--- config.mk ---
export PLATFORM = sky130hd
export DESIGN_NAME = mod5_stream_acc
export DESIGN_NICKNAME = d
export VERILOG_FILES = /design/src/rtl/mod5_stream_acc_pkg.sv /design/src/rtl/mod5_stream_acc_word_res5.sv /design/src/rtl/mod5_stream_acc.sv
export SDC_FILE = /design/constraint.sdc
export NUM_CORES = 1
export LEC_CHECK = 0
export ABC_AREA = 1
export CELL_PAD_IN_SITES_DETAIL_PLACEMENT = 2
export CELL_PAD_IN_SITES_GLOBAL_PLACEMENT = 2
export CORE_AREA = 8 8 138 140
export DETAILED_ROUTE_END_ITERATION = 8
export DIE_AREA = 0 0 146 148
export GPL_TIMING_DRIVEN = 0
export PLACE_DENSITY_LB_ADDON = 0.1
export SLEW_MARGIN = 30
export SYNTH_ARGS = -nofsm -noshare
export SYNTH_HDL_FRONTEND = slang
export SYNTH_HIERARCHICAL = 1
export SYNTH_SLANG_ARGS = --single-unit
--- constraint.sdc ---
create_clock -name clk -period 18.1 [get_ports clk]
set_input_delay 1.81 -clock clk [delete_from_list [all_inputs] [get_ports clk]]
set_output_delay 1.81 -clock clk [all_outputs]
set_load 0.01 [all_outputs]
--- src/rtl/mod5_stream_acc_pkg.sv ---
// Shared constants and residue arithmetic for the mod-5 streaming accumulator.
// Relies on 2^32 = 1 (mod 5) and 16 = 1 (mod 5).
package mod5_stream_acc_pkg;

    localparam int RES_W  = 3;
    localparam int MOD    = 5;
    localparam int WORD_W = 32;

    // (a + b) mod 5 for a, b already reduced to 0..4
    function automatic logic [RES_W-1:0] mod5_add(input logic [RES_W-1:0] a,
                                                  input logic [RES_W-1:0] b);
        logic [RES_W:0] sum;
        sum = {1'b0, a} + {1'b0, b};
        if (sum >= 4'd5) begin
            mod5_add = RES_W'(sum - 4'd5);
        end else begin
            mod5_add = sum[RES_W-1:0];
        end
    endfunction

endpackage

--- src/rtl/mod5_stream_acc_word_res5.sv ---
// Combinational 32-bit mod-5 residue: since 16 = 1 (mod 5), the word residue
// equals the sum of its hex-nibble residues mod 5.
module word_res5
    import mod5_stream_acc_pkg::*;
(
    input  logic [WORD_W-1:0] word,
    output logic [RES_W-1:0]  res
);

    function automatic logic [RES_W-1:0] nib_mod5(input logic [3:0] n);
        if (n >= 4'd10) begin
            nib_mod5 = RES_W'(n - 4'd10);
        end else if (n >= 4'd5) begin
            nib_mod5 = RES_W'(n - 4'd5);
        end else begin
            nib_mod5 = n[RES_W-1:0];
        end
    endfunction

    logic [RES_W-1:0] acc_s;

    // Fold the eight nibble residues into one word residue
    always_comb begin
        acc_s = 3'd0;
        for (int i = 0; i < WORD_W / 4; i++) begin
            acc_s = mod5_add(acc_s, nib_mod5(word[4*i +: 4]));
        end
    end

    assign res = acc_s;

endmodule

--- src/rtl/mod5_stream_acc.sv ---
// Streaming mod-5 accumulator over multi-word messages (MS word first), with
// a one-word input stage and a registered result slot, valid/ready both sides.
module mod5_stream_acc
    import mod5_stream_acc_pkg::*;
#(
    parameter int CNT_W = 16
) (
    input  logic               clk,
    input  logic               rst,
    input  logic               in_valid,
    output logic               in_ready,
    input  logic [WORD_W-1:0]  in_data,
    input  logic               in_last,
    output logic               out_valid,
    input  logic               out_ready,
    output logic [RES_W-1:0]   out_res,
    output logic [CNT_W-1:0]   out_words
);

    localparam logic [CNT_W-1:0] CNT_MAX = {CNT_W{1'b1}};

    logic              s1_valid_r;
    logic [WORD_W-1:0] s1_data_r;
    logic              s1_last_r;
    logic [RES_W-1:0]  acc_r;
    logic [CNT_W-1:0]  cnt_r;
    logic              out_valid_r;
    logic [RES_W-1:0]  out_res_r;
    logic [CNT_W-1:0]  out_words_r;

    logic              s1_fire_s;
    logic              in_fire_s;
    logic [RES_W-1:0]  w_res_s;
    logic [RES_W-1:0]  acc_next_s;
    logic [CNT_W-1:0]  cnt_inc_s;

    word_res5 u_word_res5 (
        .word (s1_data_r),
        .res  (w_res_s)
    );

    // A last word only stalls when the result slot is full and not draining
    assign s1_fire_s  = s1_valid_r && (!s1_last_r || !out_valid_r || out_ready);
    assign in_ready   = !s1_valid_r || s1_fire_s;
    assign in_fire_s  = in_valid && in_ready;
    assign acc_next_s = mod5_add(acc_r, w_res_s);
    assign cnt_inc_s  = (cnt_r == CNT_MAX) ? cnt_r : cnt_r + CNT_W'(1);

    // Stage-1 word register
    always_ff @(posedge clk or posedge rst) begin
        if (rst) begin
            s1_valid_r <= 1'b0;
            s1_data_r  <= 32'd0;
            s1_last_r  <= 1'b0;
        end else if (in_fire_s) begin
            s1_valid_r <= 1'b1;
            s1_data_r  <= in_data;
            s1_last_r  <= in_last;
        end else if (s1_fire_s) begin
            s1_valid_r <= 1'b0;
        end
    end

    // Running message residue and saturating word count
    always_ff @(posedge clk or posedge rst) begin
        if (rst) begin
            acc_r <= 3'd0;
            cnt_r <= '0;
        end else if (s1_fire_s) begin
            if (s1_last_r) begin
                acc_r <= 3'd0;
                cnt_r <= '0;
            end else begin
                acc_r <= acc_next_s;
                cnt_r <= cnt_inc_s;
            end
        end
    end

    // Result slot: a new result may replace a draining one in the same edge
    always_ff @(posedge clk or posedge rst) begin
        if (rst) begin
            out_valid_r <= 1'b0;
            out_res_r   <= 3'd0;
            out_words_r <= '0;
        end else if (s1_fire_s && s1_last_r) begin
            out_valid_r <= 1'b1;
            out_res_r   <= acc_next_s;
            out_words_r <= cnt_inc_s;
        end else if (out_valid_r && out_ready) begin
            out_valid_r <= 1'b0;
        end
    end

    assign out_valid = out_valid_r;
    assign out_res   = out_res_r;
    assign out_words = out_words_r;

endmodule

==> impl_metrics.py <==
metrics = {
    "status": {
        "status": "finished, final reports clean",
    },
    "timing": {
        "setup_ws_ns": 3.78,
        "clock_skew_ns": 0.0102,
        "maxSlewHeadroom_pct": 65.3,
        "drv_slew": 0,
        "tns_ns": 0,
        "finalCritPeriodShare_pct": 79.1,
        "min_period_ns": 14.32,
        "rsz0062_at_grt": "no",
        "timing.hold.ws_ns": 0.488,
        "tightest_slew_ns": 0.521,
        "hold_viol": 0,
        "max_freq_mhz": 69.8,
        "setup_viol": 0,
    },
    "clock_tree": {
        "clock_latency_ns": 0.35,
        "clock-sinks": 73,
        "post_cts_buffers": 0,
        "h-tree-depth": 3,
        "clk_path_buf_depth": 2,
        "cts_tree": "built",
        "postCtsHoldBufs": 0,
        "cts_resized": 0,
        "clockRootBuffer": "clkbuf_16",
        "numCtsBuffers": 9,
        "path_clk_slew_ns": 0.07,
    },
    "route": {
        "vias": 5003,
        "ant_nets": 0,
        "drc": 0,
        "routed_wl_um": 16700,
        "wl_per_cell_um": 16.3,
        "detailedRoute.firstPassIterationCount": 4,
        "via_per_inst": 4.90,
        "drtIter0Drc": 106,
    },
    "setup_path": {
        "cp.arrival_ns": 14.55,
        "startpoint_type": "flop",
        "path_class": "reg -> reg",
        "crit_fanout": 8,
        "reg2regPathDepth": 73,
        "rr_startpoint": "s1_data_r[1]",
        "reg2reg_slack_ns": 3.78,
        "path_common_cell": "nand2_1",
        "crit_end": "acc_r[2]",
        "worstPathRequired_ns": 18.33,
        "end_kind": "flop",
        "rr_endpoint": "acc_r[2]",
        "critPathLaunch": "s1_data_r[1]",
        "critPathSlowestCell": "fa_1",
        "cp_slowest_stage_delay_ns": 0.50,
    },
    "layout": {
        "layout.nets": 904,
        "final_area_um2": 6980,
        "multi_input_area_um2": 3530,
        "seqCellArea_um2": 1830,
        "area_growth_pct": 20.0,
        "diodes": 0,
        "drive_gt1_share_pct": 8.41,
        "num-fill-cells": 1999,
    },
    "grt": {
        "grt.overflow.total": 0,
        "grt.total_usage_pct": 16.2,
        "grt_max_degree": 42,
        "antenna_found_initial": 0,
        "grt_pass1_vias": 5796,
        "grt_first_pass_wirelength_um": 28700,
    },
    "synth": {
        "synth_area_um2": 5810,
        "synth_area_per_cell_um2": 8.04,
        "synth_warnings": 6,
        "ys_ff_latch": 73,
        "synth.distinct_cells": 37,
        "ys_async_sr_fraction_pct": 100,
        "synth_area_leaders": "dfrtp_1 31%, ha_1 14%, nand2_1 14%, inv_1 6.3%, mux2_1 5.6%",
        "ys.flop_type": "dfrtp_1",
        "synth_top_area_share_pct": 31.4,
        "syn-num-nets": 835,
        "synth_edf_count": 0,
        "synth_area_leader_cell": "dfrtp_1",
        "seq_area_frac_synth_pct": 31.4,
        "synth_cells": 723,
    },
    "floorplanning": {
        "ios": 58,
        "die_x_um": 146,
        "core_area_um2": 16900,
        "initial_core_util_pct": 34.3,
        "floorplan.die_area_um2": 21600,
        "dieHeight_um": 148,
        "placementRows": 48,
    },
    "hold_path": {
        "hold_class": "reg -> reg",
    },
    "place": {
        "place.gp.congestion": 0.782,
        "dpl_cell_area_um2": 6700,
        "io_buffer_count": 57,
        "pre_cts_slack_ns": 3.86,
        "dp_hpwl_um": 13500,
    },
    "run": {
        "drv_cap": 0,
    },
}
routing by layer:
metal | vias up | global-route usage (%) | part of all wire [%]
met4 | 0 | 4.02 | 1.1
met1 | 2494 | 18.3 | 43
li1 | 2448 | - | -
met3 | 14 | 2.32 | 2.0
met2 | 47 | 31.0 | 54
met5 | - | 0 | 0
how the worst min path moves through the flow:
stage                    to  cells past startpoint          from
2_1_floorplan      acc_r[2]                      2      acc_r[2]
3_3_place_gp   out_words[4]                      2  out_words[4]
3_5_place_dp     out_res[0]                      2    out_res[0]
4_1_cts        out_words[6]                      2  out_words[6]
5_1_grt        out_words[0]                      2  out_words[0]
6_report       out_words[2]                      2  out_words[2]
per-stage QoR:
step / std cells / utilization (%)
4_1_cts: 1022 / 41.2
3_3_place_gp: 1005 / 39.4
2_1_floorplan: 723 / -
5_1_grt: 1022 / 41.2
6_report: 1022 / 41.2
3_5_place_dp: 1006 / 39.5
cells by family (layout without fill, tap and decap cells):
kind of cell / after synthesis / count (layout) / synth area share (%)
buffers and inverters: 112 / 186 / 7.92
xor gates and xnor gates: 36 / 36 / 5.42
adders and majority gates: 75 / 75 / 17.2
DFF: 73 / 73 / 31.4
muxes: 36 / 36 / 6.91
AOI/OAI and AO/OA: 72 / 72 / 6.89
and+or+nand+nor: 319 / 319 / 24.3
sequential cells by signal, indices dropped and copies added, names as in the netlist:
name,cells
out_res,3
out_words,16
out_valid,1
cnt_r,16
s1_last_r,1
s1_data_r,32
acc_r,3
s1_valid_r,1
synth_stat cells (all sizes together), types with 3 or more instances:
cell type / number
fa: 8
inv: 102
or2: 4
xor2: 28
a32oi: 3
nand3: 43
mux2i: 3
a31oi: 4
nor3: 4
a21oi: 20
buf: 9
nand4: 7
dfrtp: 73
mux2: 33
nor2: 27
ha: 67
o21ai: 42
nand2: 233
xnor2: 8
layout make-up:
type / count / area share [%]
clock inverter: 5 / 0.556
multi-input combinational: 538 / 50.5
timing repair buffer: 58 / 8.57
clock buffer: 11 / 3.48
sequential: 73 / 26.2
tap: 225 / 4.03
inverter: 103 / 5.59
buffer: 9 / 1.04
critical path: cells and delay by family, from the launching register on:
family,cells,cell delay (ns)
adders and majority gates,22,6.69
AOI/OAI and AO/OA,11,2.69
and+or+nand+nor,22,2.56
buffers and inverters,15,1.27
xor gates and xnor gates,3,0.53
DFF,1,0.49
placed cells by master, fill, tap and decap left out, types with 6 or more instances in the layout:
cell	n
nand3_2	7
clkdlybuf4s50_1	57
nand3_1	35
dfrtp_1	73
xnor2_1	8
a21oi_1	19
o21ai_0	42
ha_1	67
clkbuf_16	9
fa_1	8
xor2_1	28
inv_1	96
nand4_1	6
nor2_1	23
mux2_1	29
nand2_1	221
nand2_2	7
Power is not shown: default switching activity piles up to over one toggle a cycle in this logic, so the estimate is an artifact.
